--- config.mk ---
export PLATFORM = sky130hd
export DESIGN_NAME = thread_trap_ctrl_flat
export DESIGN_NICKNAME = d
export VERILOG_FILES = /design/src/rtl/thread_trap_ctrl_if.sv /design/src/rtl/thread_trap_ctrl.sv /design/src/flat_wrapper.sv
export SDC_FILE = /design/constraint.sdc
export NUM_CORES = 2
export LEC_CHECK = 0
export CORE_MARGIN = 2
export CORE_UTILIZATION = 36
export CTS_BUF_LIST = sky130_fd_sc_hd__clkbuf_4 sky130_fd_sc_hd__clkbuf_8
export CTS_CLUSTER_SIZE = 28
export DETAILED_ROUTE_END_ITERATION = 10
export DONT_BUFFER_PORTS = 1
export GPL_TIMING_DRIVEN = 0
export PLACE_DENSITY = 0.57
export SKIP_LAST_GASP = 1
export SLEW_MARGIN = 30
export SYNTH_ARGS = -nofsm -noshare
export SYNTH_HDL_FRONTEND = slang
export SYNTH_SLANG_ARGS = --single-unit
--- constraint.sdc ---
create_clock -name gclk -period 6.6 [get_ports gclk]
set_clock_uncertainty 0.1 [all_clocks]
set_input_delay 0.99 -clock gclk [delete_from_list [all_inputs] [get_ports gclk]]
set_output_delay 0.99 -clock gclk [all_outputs]
set_load 0.005 [all_outputs]
--- src/rtl/thread_trap_ctrl_if.sv ---
// thread_trap_ctrl_if: groups the trap-request, commit and trap-report signals
// of the per-thread trap controller into one bundle.
//
// Optional feature macro: THREAD_TRAP_IRQ_EN (adds the irq_* request group).
//
// Signals:
//   req_valid/req_tid/req_vec/req_ticc   trap request from execute/memory stages
//   cmt_valid/cmt_tid/cmt_et/cmt_flush   commit of a thread
//   irq_valid/irq_tid/irq_level/irq_pil  interrupt request (THREAD_TRAP_IRQ_EN only)
//   trap_valid/err_valid/trap_tid/trap_tt  registered trap / error-mode event
//   err_mode/pend                        per-thread sticky error flags / pending flags
//
// Modports:
//   master - pipeline side, drives requests and commits
//   slave  - trap controller side, drives the trap report and status vectors
interface thread_trap_ctrl_if #(
  parameter int NTHREAD = 64,
  parameter int TIDW    = 6,
  parameter int TTW     = 8
);
  logic               req_valid;
  logic [TIDW-1:0]    req_tid;
  logic [12:0]        req_vec;
  logic [6:0]         req_ticc;

  logic               cmt_valid;
  logic [TIDW-1:0]    cmt_tid;
  logic               cmt_et;
  logic               cmt_flush;

`ifdef THREAD_TRAP_IRQ_EN
  logic               irq_valid;
  logic [TIDW-1:0]    irq_tid;
  logic [3:0]         irq_level;
  logic [3:0]         irq_pil;
`endif

  logic               trap_valid;
  logic [TIDW-1:0]    trap_tid;
  logic [TTW-1:0]     trap_tt;
  logic               err_valid;
  logic [NTHREAD-1:0] err_mode;
  logic [NTHREAD-1:0] pend;

`ifdef THREAD_TRAP_IRQ_EN
  modport master (
    output req_valid, req_tid, req_vec, req_ticc,
    output cmt_valid, cmt_tid, cmt_et, cmt_flush,
    output irq_valid, irq_tid, irq_level, irq_pil,
    input  trap_valid, trap_tid, trap_tt, err_valid, err_mode, pend
  );

  modport slave (
    input  req_valid, req_tid, req_vec, req_ticc,
    input  cmt_valid, cmt_tid, cmt_et, cmt_flush,
    input  irq_valid, irq_tid, irq_level, irq_pil,
    output trap_valid, trap_tid, trap_tt, err_valid, err_mode, pend
  );
`else
  modport master (
    output req_valid, req_tid, req_vec, req_ticc,
    output cmt_valid, cmt_tid, cmt_et, cmt_flush,
    input  trap_valid, trap_tid, trap_tt, err_valid, err_mode, pend
  );

  modport slave (
    input  req_valid, req_tid, req_vec, req_ticc,
    input  cmt_valid, cmt_tid, cmt_et, cmt_flush,
    output trap_valid, trap_tid, trap_tt, err_valid, err_mode, pend
  );
`endif

endinterface

--- src/rtl/thread_trap_ctrl.sv ---
// thread_trap_ctrl: per-thread trap collection and prioritisation for the
// multithreaded SPARC V8 integer pipeline.
//
// Each thread keeps the highest-priority trap requested so far (TT plus a
// 4-bit rank, 0 = highest). When the thread commits, the pending trap is
// reported one cycle later as trap_valid (PSR.ET=1) or err_valid (PSR.ET=0,
// which also sets the sticky err_mode flag of that thread).
//
// Optional feature macro: THREAD_TRAP_IRQ_EN (interrupt requests as a
// lowest-rank trap candidate, TT = 0x10 + level).
//
// Ports:
//   gclk  - pipeline clock
//   rstn  - synchronous active-low reset
//   bus   - thread_trap_ctrl_if.slave (requests, commits, trap report, status)
module thread_trap_ctrl #(
  parameter int NTHREAD = 64,
  parameter int TIDW    = 6,
  parameter int TTW     = 8
) (
  input  logic                gclk,
  input  logic                rstn,
  thread_trap_ctrl_if.slave   bus
);

  localparam logic [3:0] RANK_IRQ = 4'd13;

  // ---------------------------------------------------------------------------
  // Request candidate: the lowest set bit of req_vec is the highest-priority
  // class, so a plain priority chain gives rank = bit index.
  // ---------------------------------------------------------------------------
  logic           req_hit;
  logic [3:0]     req_rank;
  logic [TTW-1:0] req_tt;

  always_comb begin
    req_hit  = bus.req_valid && (bus.req_vec != 13'd0);
    req_rank = 4'd0;
    req_tt   = '0;
    if (bus.req_vec[0]) begin
      req_rank = 4'd0;  req_tt = TTW'(8'h01);   // IAEX
    end else if (bus.req_vec[1]) begin
      req_rank = 4'd1;  req_tt = TTW'(8'h03);   // PRIV
    end else if (bus.req_vec[2]) begin
      req_rank = 4'd2;  req_tt = TTW'(8'h02);   // IINST
    end else if (bus.req_vec[3]) begin
      req_rank = 4'd3;  req_tt = TTW'(8'h04);   // FPDIS
    end else if (bus.req_vec[4]) begin
      req_rank = 4'd4;  req_tt = TTW'(8'h24);   // CPDIS
    end else if (bus.req_vec[5]) begin
      req_rank = 4'd5;  req_tt = TTW'(8'h05);   // WINOF
    end else if (bus.req_vec[6]) begin
      req_rank = 4'd6;  req_tt = TTW'(8'h06);   // WINUF
    end else if (bus.req_vec[7]) begin
      req_rank = 4'd7;  req_tt = TTW'(8'h07);   // UNALA
    end else if (bus.req_vec[8]) begin
      req_rank = 4'd8;  req_tt = TTW'(8'h08);   // FPEXC
    end else if (bus.req_vec[9]) begin
      req_rank = 4'd9;  req_tt = TTW'(8'h09);   // DAEX
    end else if (bus.req_vec[10]) begin
      req_rank = 4'd10; req_tt = TTW'(8'h0A);   // TAG
    end else if (bus.req_vec[11]) begin
      req_rank = 4'd11; req_tt = TTW'(8'h2A);   // DIVZ
    end else if (bus.req_vec[12]) begin
      req_rank = 4'd12; req_tt = TTW'({1'b1, bus.req_ticc});  // TICC
    end
  end

  // ---------------------------------------------------------------------------
  // Interrupt candidate. Without the feature the IRQ path is tied off and
  // never selected.
  // ---------------------------------------------------------------------------
  logic            irq_hit;
  logic [TIDW-1:0] irq_tid;
  logic [TTW-1:0]  irq_tt;

`ifdef THREAD_TRAP_IRQ_EN
  always_comb begin
    irq_hit = bus.irq_valid &&
              ((bus.irq_level > bus.irq_pil) || (bus.irq_level == 4'hF));
    irq_tid = bus.irq_tid;
    irq_tt  = TTW'(8'h10) + TTW'(bus.irq_level);
  end
`else
  always_comb begin
    irq_hit = 1'b0;
    irq_tid = '0;
    irq_tt  = '0;
  end
`endif

  // ---------------------------------------------------------------------------
  // Per-thread state and bypass merge. eff_* is the pending state a commit in
  // this cycle sees: stored trap merged with any same-cycle request/irq.
  // ---------------------------------------------------------------------------
  logic [NTHREAD-1:0] pend_all;
  logic [NTHREAD-1:0] err_all;
  logic [NTHREAD-1:0] eff_pend_all;
  logic [TTW-1:0]     eff_tt_all [NTHREAD];

  for (genvar gi = 0; gi < NTHREAD; gi++) begin : g_thread
    logic           pend_reg;
    logic           err_reg;
    logic [TTW-1:0] tt_reg;
    logic [3:0]     rank_reg;

    logic           req_sel;
    logic           irq_sel;
    logic           in_valid;
    logic [3:0]     in_rank;
    logic [TTW-1:0] in_tt;
    logic           take;
    logic           cmt_sel;
    logic           err_set;

    always_comb begin
      req_sel  = req_hit && (bus.req_tid == TIDW'(gi));
      irq_sel  = irq_hit && (irq_tid == TIDW'(gi));
      in_valid = req_sel || irq_sel;
      // Any trap-class request outranks an interrupt, so a same-cycle
      // req/irq pair on one thread resolves to the request.
      in_rank  = req_sel ? req_rank : RANK_IRQ;
      in_tt    = req_sel ? req_tt   : irq_tt;
      // Strictly-better rule: on a tie the trap already stored stays.
      take     = in_valid && (!pend_reg || (in_rank < rank_reg));
      cmt_sel  = bus.cmt_valid && (bus.cmt_tid == TIDW'(gi));
      err_set  = cmt_sel && !bus.cmt_flush && (pend_reg || in_valid) && !bus.cmt_et;
    end

    assign eff_pend_all[gi] = pend_reg || in_valid;
    assign eff_tt_all[gi]   = take ? in_tt : tt_reg;
    assign pend_all[gi]     = pend_reg;
    assign err_all[gi]      = err_reg;

    always_ff @(posedge gclk) begin
      if (!rstn) begin
        pend_reg <= 1'b0;
        err_reg  <= 1'b0;
        tt_reg   <= '0;
        rank_reg <= 4'd0;
      end else begin
        // A commit of this thread always clears pend, even when a request
        // for the same thread arrives in the same cycle (it was merged into
        // the committed trap or discarded by the flush).
        pend_reg <= (pend_reg || in_valid) && !cmt_sel;
        if (err_set) begin
          err_reg <= 1'b1;
        end
        if (take) begin
          tt_reg   <= in_tt;
          rank_reg <= in_rank;
        end
      end
    end
  end

  // ---------------------------------------------------------------------------
  // Commit report, registered: one-cycle pulse after the commit.
  // ---------------------------------------------------------------------------
  logic            cmt_pend;
  logic [TTW-1:0]  cmt_tt;
  logic            fire;

  logic            trap_valid_reg;
  logic            err_valid_reg;
  logic [TIDW-1:0] trap_tid_reg;
  logic [TTW-1:0]  trap_tt_reg;

  always_comb begin
    cmt_pend = eff_pend_all[bus.cmt_tid];
    cmt_tt   = eff_tt_all[bus.cmt_tid];
    fire     = bus.cmt_valid && !bus.cmt_flush && cmt_pend;
  end

  always_ff @(posedge gclk) begin
    if (!rstn) begin
      trap_valid_reg <= 1'b0;
      err_valid_reg  <= 1'b0;
      trap_tid_reg   <= '0;
      trap_tt_reg    <= '0;
    end else begin
      trap_valid_reg <= fire && bus.cmt_et;
      err_valid_reg  <= fire && !bus.cmt_et;
      trap_tid_reg   <= fire ? bus.cmt_tid : '0;
      trap_tt_reg    <= fire ? cmt_tt : '0;
    end
  end

  assign bus.trap_valid = trap_valid_reg;
  assign bus.err_valid  = err_valid_reg;
  assign bus.trap_tid   = trap_tid_reg;
  assign bus.trap_tt    = trap_tt_reg;
  assign bus.err_mode   = err_all;
  assign bus.pend       = pend_all;

endmodule

--- src/flat_wrapper.sv ---
// flat-port wrapper written by rule: the top's interface ports become plain ports
module thread_trap_ctrl_flat 
#(
  parameter int NTHREAD = 64,
  parameter int TIDW    = 6,
  parameter int TTW     = 8
)
  (gclk, rstn, bus_req_valid, bus_req_tid, bus_req_vec, bus_req_ticc, bus_cmt_valid, bus_cmt_tid, bus_cmt_et, bus_cmt_flush, bus_trap_valid, bus_trap_tid, bus_trap_tt, bus_err_valid, bus_err_mode, bus_pend);
  thread_trap_ctrl_if #(.NTHREAD(NTHREAD), .TIDW(TIDW), .TTW(TTW)) bus_i ();
  input  logic gclk;
  input  logic rstn;
  input wire logic [$bits(bus_i.req_valid)-1:0] bus_req_valid;
  input wire logic [$bits(bus_i.req_tid)-1:0] bus_req_tid;
  input wire logic [$bits(bus_i.req_vec)-1:0] bus_req_vec;
  input wire logic [$bits(bus_i.req_ticc)-1:0] bus_req_ticc;
  input wire logic [$bits(bus_i.cmt_valid)-1:0] bus_cmt_valid;
  input wire logic [$bits(bus_i.cmt_tid)-1:0] bus_cmt_tid;
  input wire logic [$bits(bus_i.cmt_et)-1:0] bus_cmt_et;
  input wire logic [$bits(bus_i.cmt_flush)-1:0] bus_cmt_flush;
  output wire logic [$bits(bus_i.trap_valid)-1:0] bus_trap_valid;
  output wire logic [$bits(bus_i.trap_tid)-1:0] bus_trap_tid;
  output wire logic [$bits(bus_i.trap_tt)-1:0] bus_trap_tt;
  output wire logic [$bits(bus_i.err_valid)-1:0] bus_err_valid;
  output wire logic [$bits(bus_i.err_mode)-1:0] bus_err_mode;
  output wire logic [$bits(bus_i.pend)-1:0] bus_pend;
  assign bus_i.req_valid = bus_req_valid;
  assign bus_i.req_tid = bus_req_tid;
  assign bus_i.req_vec = bus_req_vec;
  assign bus_i.req_ticc = bus_req_ticc;
  assign bus_i.cmt_valid = bus_cmt_valid;
  assign bus_i.cmt_tid = bus_cmt_tid;
  assign bus_i.cmt_et = bus_cmt_et;
  assign bus_i.cmt_flush = bus_cmt_flush;
  assign bus_trap_valid = bus_i.trap_valid;
  assign bus_trap_tid = bus_i.trap_tid;
  assign bus_trap_tt = bus_i.trap_tt;
  assign bus_err_valid = bus_i.err_valid;
  assign bus_err_mode = bus_i.err_mode;
  assign bus_pend = bus_i.pend;
  thread_trap_ctrl #(.NTHREAD(NTHREAD), .TIDW(TIDW), .TTW(TTW)) u_core (.gclk(gclk), .rstn(rstn), .bus(bus_i));
endmodule
**Word level (Yosys, flattened, before mapping)**

Index checks and enable logic that the tools add are counted.

- Input port bits: 38
- Flip-flop bits (word level): 912
- Memories: 0
- Logic and storage cells: 1391
- ROM bits: 0
- Bits in writable memories: 0
- Latch bits: 0

- Mux-type cells: 223
- Reductions and logical operators: 715
- Eq/ne operators: 126
- Bitwise gates (word level): 1
- Shift operators: 0
- Multiply operators: 0
- Div/mod/pow operators: 0
- $add $sub $neg: 0
- $lt $le $gt $ge: 66

Operators with widths:

| operator | number |
|---|---|
| 8-bit 2-to-1 mux | 143 |
| 1-bit logical AND | 453 |
| 6-bit == test, second input constant | 64 |
| 4-bit 2-to-1 mux | 77 |
| 4-bit < comparator | 64 |
| 6-bit by 5-bit == test with 1-bit output, second input constant | 32 |
| 1-bit logical NOT | 130 |
| 1-bit logical OR | 128 |
| 6-bit by 4-bit == test with 1-bit output, second input constant | 16 |
| 8-bit binary-select mux with 6-bit select | 1 |
| 6-bit by 3-bit == test with 1-bit output, second input constant | 8 |
| 6-bit by 2-bit == test with 1-bit output, second input constant | 4 |
| 13-bit nonzero test | 1 |
| 6-bit by 1-bit == test with 1-bit output, second input constant | 2 |
| 6-bit logical NOT | 2 |
| 7-bit >= comparator, second input constant | 1 |
| 6-bit by 7-bit < comparator with 1-bit output, second input constant | 1 |
| 6-bit NOT with 7-bit output | 1 |
| 1-bit binary-select mux with 6-bit select | 1 |
| 2-bit AND reduction | 1 |
| 1-bit 2-to-1 mux | 1 |

**Logic depth before layout (Yosys ltp)**

- Depth after elaboration: 21
- Depth in mapped cells: 22
- Mapped depth without buffers: 16

**Worst setup path after synthesis**

Ideal clock, no wire load.

- Path kind: input -> register
- Start: in bus_req_vec[5]
- End: reg u_core.trap_tt_reg[5], in the netlist u_core.bus.trap_tt[5]
- Data arrival time: 5632 ps
- Buffers on the path: 5
- Setup time: 125 ps
- Required time: 6375 ps
- Setup slack: 743 ps
- Stages on the path: 19
- Cells stage by stage: buf_2 -> or4_1 -> buf_2 -> o21ai_1 -> clkbuf_1 -> buf_1 -> buf_1 -> nand2_1 -> ha_1 -> a21o_1 -> a21o_1 -> a2111oi_0 -> o211ai_2 -> mux2i_1 -> o22ai_1 -> or3_1 -> o31ai_1 -> nand3_1 -> o41a_1

- Longest elaborated chain between the ends: 14
- Elaborated cells between the ends (all ways): 533
- Classes of those cells: 64 x order compare; 209 x mux; 260 x reduce/logical

RTL lines:

| element | line | RTL |
|---|---|---|
| start: declaration | flat_wrapper.sv:14 | `input wire logic [$bits(bus_i.req_vec)-1:0] bus_req_vec;` |
| 4-bit 2-to-1 mux | thread_trap_ctrl.sv:50 | `end else if (bus.req_vec[5]) begin` |
| 4-bit 2-to-1 mux | thread_trap_ctrl.sv:48 | `end else if (bus.req_vec[4]) begin` |
| 4-bit 2-to-1 mux | thread_trap_ctrl.sv:46 | `end else if (bus.req_vec[3]) begin` |
| 4-bit 2-to-1 mux | thread_trap_ctrl.sv:44 | `end else if (bus.req_vec[2]) begin` |
| 4-bit 2-to-1 mux | thread_trap_ctrl.sv:42 | `end else if (bus.req_vec[1]) begin` |
| 4-bit 2-to-1 mux | thread_trap_ctrl.sv:40 | `if (bus.req_vec[0]) begin` |
| 4-bit 2-to-1 mux (*) | thread_trap_ctrl.sv:122 | `in_rank = req_sel ? req_rank : RANK_IRQ;` |
| named net u_core.g_thread[44].in_rank[2] | thread_trap_ctrl.sv:110 | `logic [3:0] in_rank;` |
| 4-bit < comparator (*) | thread_trap_ctrl.sv:125 | `take = in_valid && (!pend_reg \|\| (in_rank < rank_reg));` |
| 1-bit logical OR (*) | thread_trap_ctrl.sv:125 |  |
| 1-bit logical AND (*) | thread_trap_ctrl.sv:125 |  |
| 8-bit 2-to-1 mux (*) | thread_trap_ctrl.sv:131 | `assign eff_tt_all[gi] = take ? in_tt : tt_reg;` |
| 8-bit binary-select mux with 6-bit select (*) | thread_trap_ctrl.sv:171 | `cmt_tt = eff_tt_all[bus.cmt_tid];` |
| 8-bit 2-to-1 mux (implied by the code) (*) (2 in a row) | thread_trap_ctrl.sv:171 |  |
| end signal: assignment | thread_trap_ctrl.sv:185 | `trap_tt_reg <= fire ? cmt_tt : '0;` |
| end: declaration | thread_trap_ctrl.sv:167 | `logic [TTW-1:0] trap_tt_reg;` |

The timed path passes the listed nets; every way through them passes the cells marked *. The select of a mux whose other input is x is not followed.
A chain may end at the register's enable or synchronous reset.

**Worst setup path after layout**

- Start: in bus_req_vec[12]
- End: reg u_core.trap_tt_reg[0], in the netlist u_core.bus.trap_tt[0]

- Longest elaborated chain between the ends: 21
- Elaborated cells between the ends (all ways): 547
- Classes of those cells: 64 x order compare; 223 x mux; 260 x reduce/logical

RTL lines:

| element | line | RTL |
|---|---|---|
| 4-bit 2-to-1 mux | thread_trap_ctrl.sv:64 | `end else if (bus.req_vec[12]) begin` |
| 4-bit 2-to-1 mux | thread_trap_ctrl.sv:62 | `end else if (bus.req_vec[11]) begin` |
| 4-bit 2-to-1 mux | thread_trap_ctrl.sv:60 | `end else if (bus.req_vec[10]) begin` |
| 4-bit 2-to-1 mux | thread_trap_ctrl.sv:58 | `end else if (bus.req_vec[9]) begin` |
| 4-bit 2-to-1 mux | thread_trap_ctrl.sv:56 | `end else if (bus.req_vec[8]) begin` |
| 4-bit 2-to-1 mux | thread_trap_ctrl.sv:54 | `end else if (bus.req_vec[7]) begin` |
| 4-bit 2-to-1 mux | thread_trap_ctrl.sv:52 | `end else if (bus.req_vec[6]) begin` |
| 4-bit 2-to-1 mux | thread_trap_ctrl.sv:50 |  |
| (+5 left out) | -- |  |
| 4-bit 2-to-1 mux (*) | thread_trap_ctrl.sv:122 |  |
| named net u_core.g_thread[7].in_rank[3] | thread_trap_ctrl.sv:110 |  |
| 4-bit < comparator (*) | thread_trap_ctrl.sv:125 |  |
| 1-bit logical OR (*) | thread_trap_ctrl.sv:125 |  |
| 1-bit logical AND (*) | thread_trap_ctrl.sv:125 |  |
| 8-bit 2-to-1 mux (*) | thread_trap_ctrl.sv:131 |  |
| 8-bit binary-select mux with 6-bit select (*) | thread_trap_ctrl.sv:171 |  |
| 8-bit 2-to-1 mux (implied by the code) (*) (2 in a row) | thread_trap_ctrl.sv:171 |  |

Marks and branches as above.

==> flow_summary.json <==
{
  "status": "finished, violations left",
  "violations": "negative setup slack",
  "final_area_mm2": 0.0520,
  "grt_max_degree": 17,
  "fin_crit_sh_pct": 101,
  "cts.sinks": 912,
  "synth-xor-area-share_pct": 0,
  "yosys.area.top_type_share_pct": 40.4,
  "synth_cell_types": 91,
  "vias_per_cell": 6.14,
  "ys_seq_elements": 912,
  "worstSetupStartpointType": "primary input",
  "die_w_um": 358,
  "nNetsFinal": 5970,
  "synthMuxAreaShare_pct": 11.4,
  "pwr-share-clk_pct": 47.7,
  "fillers": 12877,
  "power.switching_mw": 3.60,
  "syn-mean-instance-area_um2": 8.19,
  "io_pins": 182,
  "routed-via-count": 46204,
  "post-route-util_pct": 41.6,
  "dieHeight_um": 358,
  "start_util_pct": 36.2,
  "hp-class": "primary input to register",
  "wirelength_mm": 254,
  "power.density_mw_per_mm2": 241,
  "p_leak_nw": 20.9,
  "synth_seq_area_share_pct": 40.4,
  "antenna_found_initial": 15,
  "yosys.area_share.simple_pct": 20.1,
  "critPathMostFrequentCell": "buf_2",
  "async_reset_ff_share_pct": 0,
  "rows": 130,
  "drt-pass1-iter-count": 8,
  "finalNonFillerCells": 7527,
  "synth_area_mm2": 0.0452,
  "multi_input_area_mm2": 0.0240,
  "post-route-drc-count": 0,
  "min_period_ps": 6690,
  "placedCellCount": 7218,
  "whs_ps": 55.2,
  "crit_path_end_kind": "register",
  "slew_violations": 0,
  "dpl_cell_area_mm2": 0.0481,
  "dieArea_mm2": 0.128,
  "crit_chain": "buf_2 -> clkinv_1 -> a41o_2 -> clkbuf_2 -> buf_2 -> nor2_2 -> nand2_1 -> ha_1 -> a21o_1 -> a211oi_1 -> nand3_1 -> mux2_2 -> a221o_1 -> o211ai_1 -> o21ai_0 -> o41a_1",
  "total_power_mw": 12.5,
  "max-clock-path-buffers": 3,
  "ys_warn_count": 0,
  "drt_iter0_markers": 7418,
  "synth_ff_type": "dfxtp_1",
  "worstSetupPathType": "primary input to register",
  "clk_latency_ps": 920,
  "drv_cap": 0,
  "hold_viol": 0,
  "post-dp-hpwl_mm": 189,
  "area_delta_synth_final_pct": 15.0,
  "drive_gt1_share_pct": 14.4,
  "clk_pin_slew_ps": 60,
  "final_common_cell": "nor2_1",
  "grt_pass1_vias": 41454,
  "peakVddDrop_mv": 0.186,
  "worstPathRequired_ps": 7280,
  "p_int_mw": 8.95,
  "synth-compound-area-share_pct": 15.3,
  "core-area_mm2": 0.125,
  "final-seq-area_mm2": 0.0183,
  "numCtsBuffers": 168,
  "largest_register_ffs": 512,
  "grt.total_usage_pct": 38.4,
  "setup_viol": 4,
  "synth_top_cell_by_area": "dfxtp_1",
  "synth_adder_area_share_pct": 5.31,
  "most-common-layout-cells": "1403 x nor2_1, 912 x dfxtp_1, 402 x a21oi_1, 400 x mux2i_1, 247 x nand2_1",
  "cts_root_buf": "clkbuf_8",
  "grt-ovfl-total": 0,
  "swShare_pct": 28.7,
  "gp_congestion": 1.06,
  "wire_per_inst_um": 33.8,
  "worstPathArrival_ps": 7380,
  "p_seq_share_pct": 44.0,
  "grt_pass1_wl_mm": 340,
  "yosys-top-cells-area": "dfxtp_1 40%, nor2_1 12%, mux2i_1 8.9%, ha_1 5.3%, a21oi_1 4.5%",
  "max_clock_freq_ghz": 0.149,
  "cpPeakStageDelay_ps": 750,
  "synth_top_family_by_area": "simple AND/OR/NAND/NOR gates",
  "critPathSlowestCell": "nand3_1",
  "ant_nets": 0,
  "crit_fanout": 10,
  "synth_edf_count": 0,
  "portBuffers": 0,
  "combPwrFrac_pct": 8.2,
  "syn_inst": 5520,
  "synth_nets": 5750,
  "grt_setup_unrepaired": "true",
  "finalWorstSetupSlack_ps": -94.3,
  "slew_headroom_pct": 17.8,
  "htree_levels": 4,
  "worst_pin_slew_ps": 1230,
  "cts_tree": "done"
}
-- path summary, 6_finish.rpt --
check	start	end	slack [ps]	cells after the start
setup / recovery	bus_req_vec[12]	u_core.bus.trap_tt[0]	-90	16
hold / removal	bus_cmt_et	u_core.bus.err_valid	60	1
setup reg to reg	u_core.g_thread[7].rank_reg[3]	u_core.bus.trap_tt[0]	2230	10
hold reg to reg	u_core.g_thread[36].rank_reg[0]	u_core.g_thread[36].rank_reg[0]	360	2
-- power by group through the flow --
stage	clock (mW)	sequential (mW)	combinational [mW]
CTS	5.96	5.53	0.951
global route	6.22	5.52	0.990
detailed placement	0	5.65	0.944
floorplan	0	5.64	0.397
finish	5.99	5.53	1.03
global placement	0	5.65	0.921
-- cells in the mapped netlist, types with 7 or more instances --
master / count
a2111oi_0: 13
a211o_1: 42
a211oi_1: 63
a21boi_0: 7
a21o_1: 84
a21oi_1: 403
a221o_1: 16
a221oi_1: 16
a22o_1: 10
a22oi_1: 31
a31oi_1: 14
and2_1: 71
and3_1: 11
and4_1: 7
buf_1: 37
buf_2: 53
buf_4: 133
clkbuf_1: 307
dfxtp_1: 912
ha_1: 192
inv_1: 202
mux2_2: 62
mux2i_1: 400
mux4_2: 19
nand2_1: 249
nand2b_1: 10
nand3_1: 44
nand4_1: 65
nor2_1: 1414
nor2b_1: 38
nor3_1: 167
nor4_1: 9
o2111ai_1: 15
o211a_1: 8
o211ai_1: 32
o211ai_2: 19
o21ai_0: 125
o221ai_1: 11
o22ai_1: 50
o31ai_1: 9
or2_2: 7
or3_1: 14
-- stage by stage --
step	TNS [ps]	setup WS [ps]
final	-263	-94.3
after global routing	-9.58	-9.58
after CTS	0	8.91
after detailed placement	-226510	-2570
after global placement	-511320	-3170
after floorplan	0	743
-- what timing repair did --
item                                    4_1_cts  5_1_grt
endpoints found under the setup margin       22        8
resized for setup                            51       32
gates cloned                                  0        0
pin swaps                                     1        1
hold buffers                                  0        0
endpoints found under the hold margin         0        0
buffers inserted                              2        3
-- layout make-up --
| cell class | instances | area share, % |
|---|---|---|
| diodes | 14 | 0.0674 |
| plain buffers | 531 | 5.34 |
| clock buffers | 257 | 6.22 |
| clock inverters | 36 | 0.683 |
| inverters | 207 | 1.49 |
| multi-input cells | 3867 | 46.1 |
| flip-flops and latches | 912 | 35.1 |
| well taps | 1650 | 3.97 |
| repair buffers | 53 | 0.974 |
-- worst max-delay path: cells and delay by family --
kind,cells,cell delay (ps)
AOI/OAI and AO/OA,7,2640
adders and majority gates,1,340
buffers and inverters,4,1380
muxes,1,520
and+or+nand+nor,3,1450
-- kinds of logic after synthesis --
logic type	Yosys count
simple gates	2143
compound gates	1050
flops	912
buf+inv	741
mux	482
fa+ha+maj	192
-- routing by layer --
metal / global-route usage [%] / wire length [µm]
met3: 11.9 / 34200
met1: 48.2 / 95300
met5: 0 / 150
met4: 30.0 / 24000
met2: 54.4 / 101000
No activity file was read; power rests on OpenSTA's default activity.
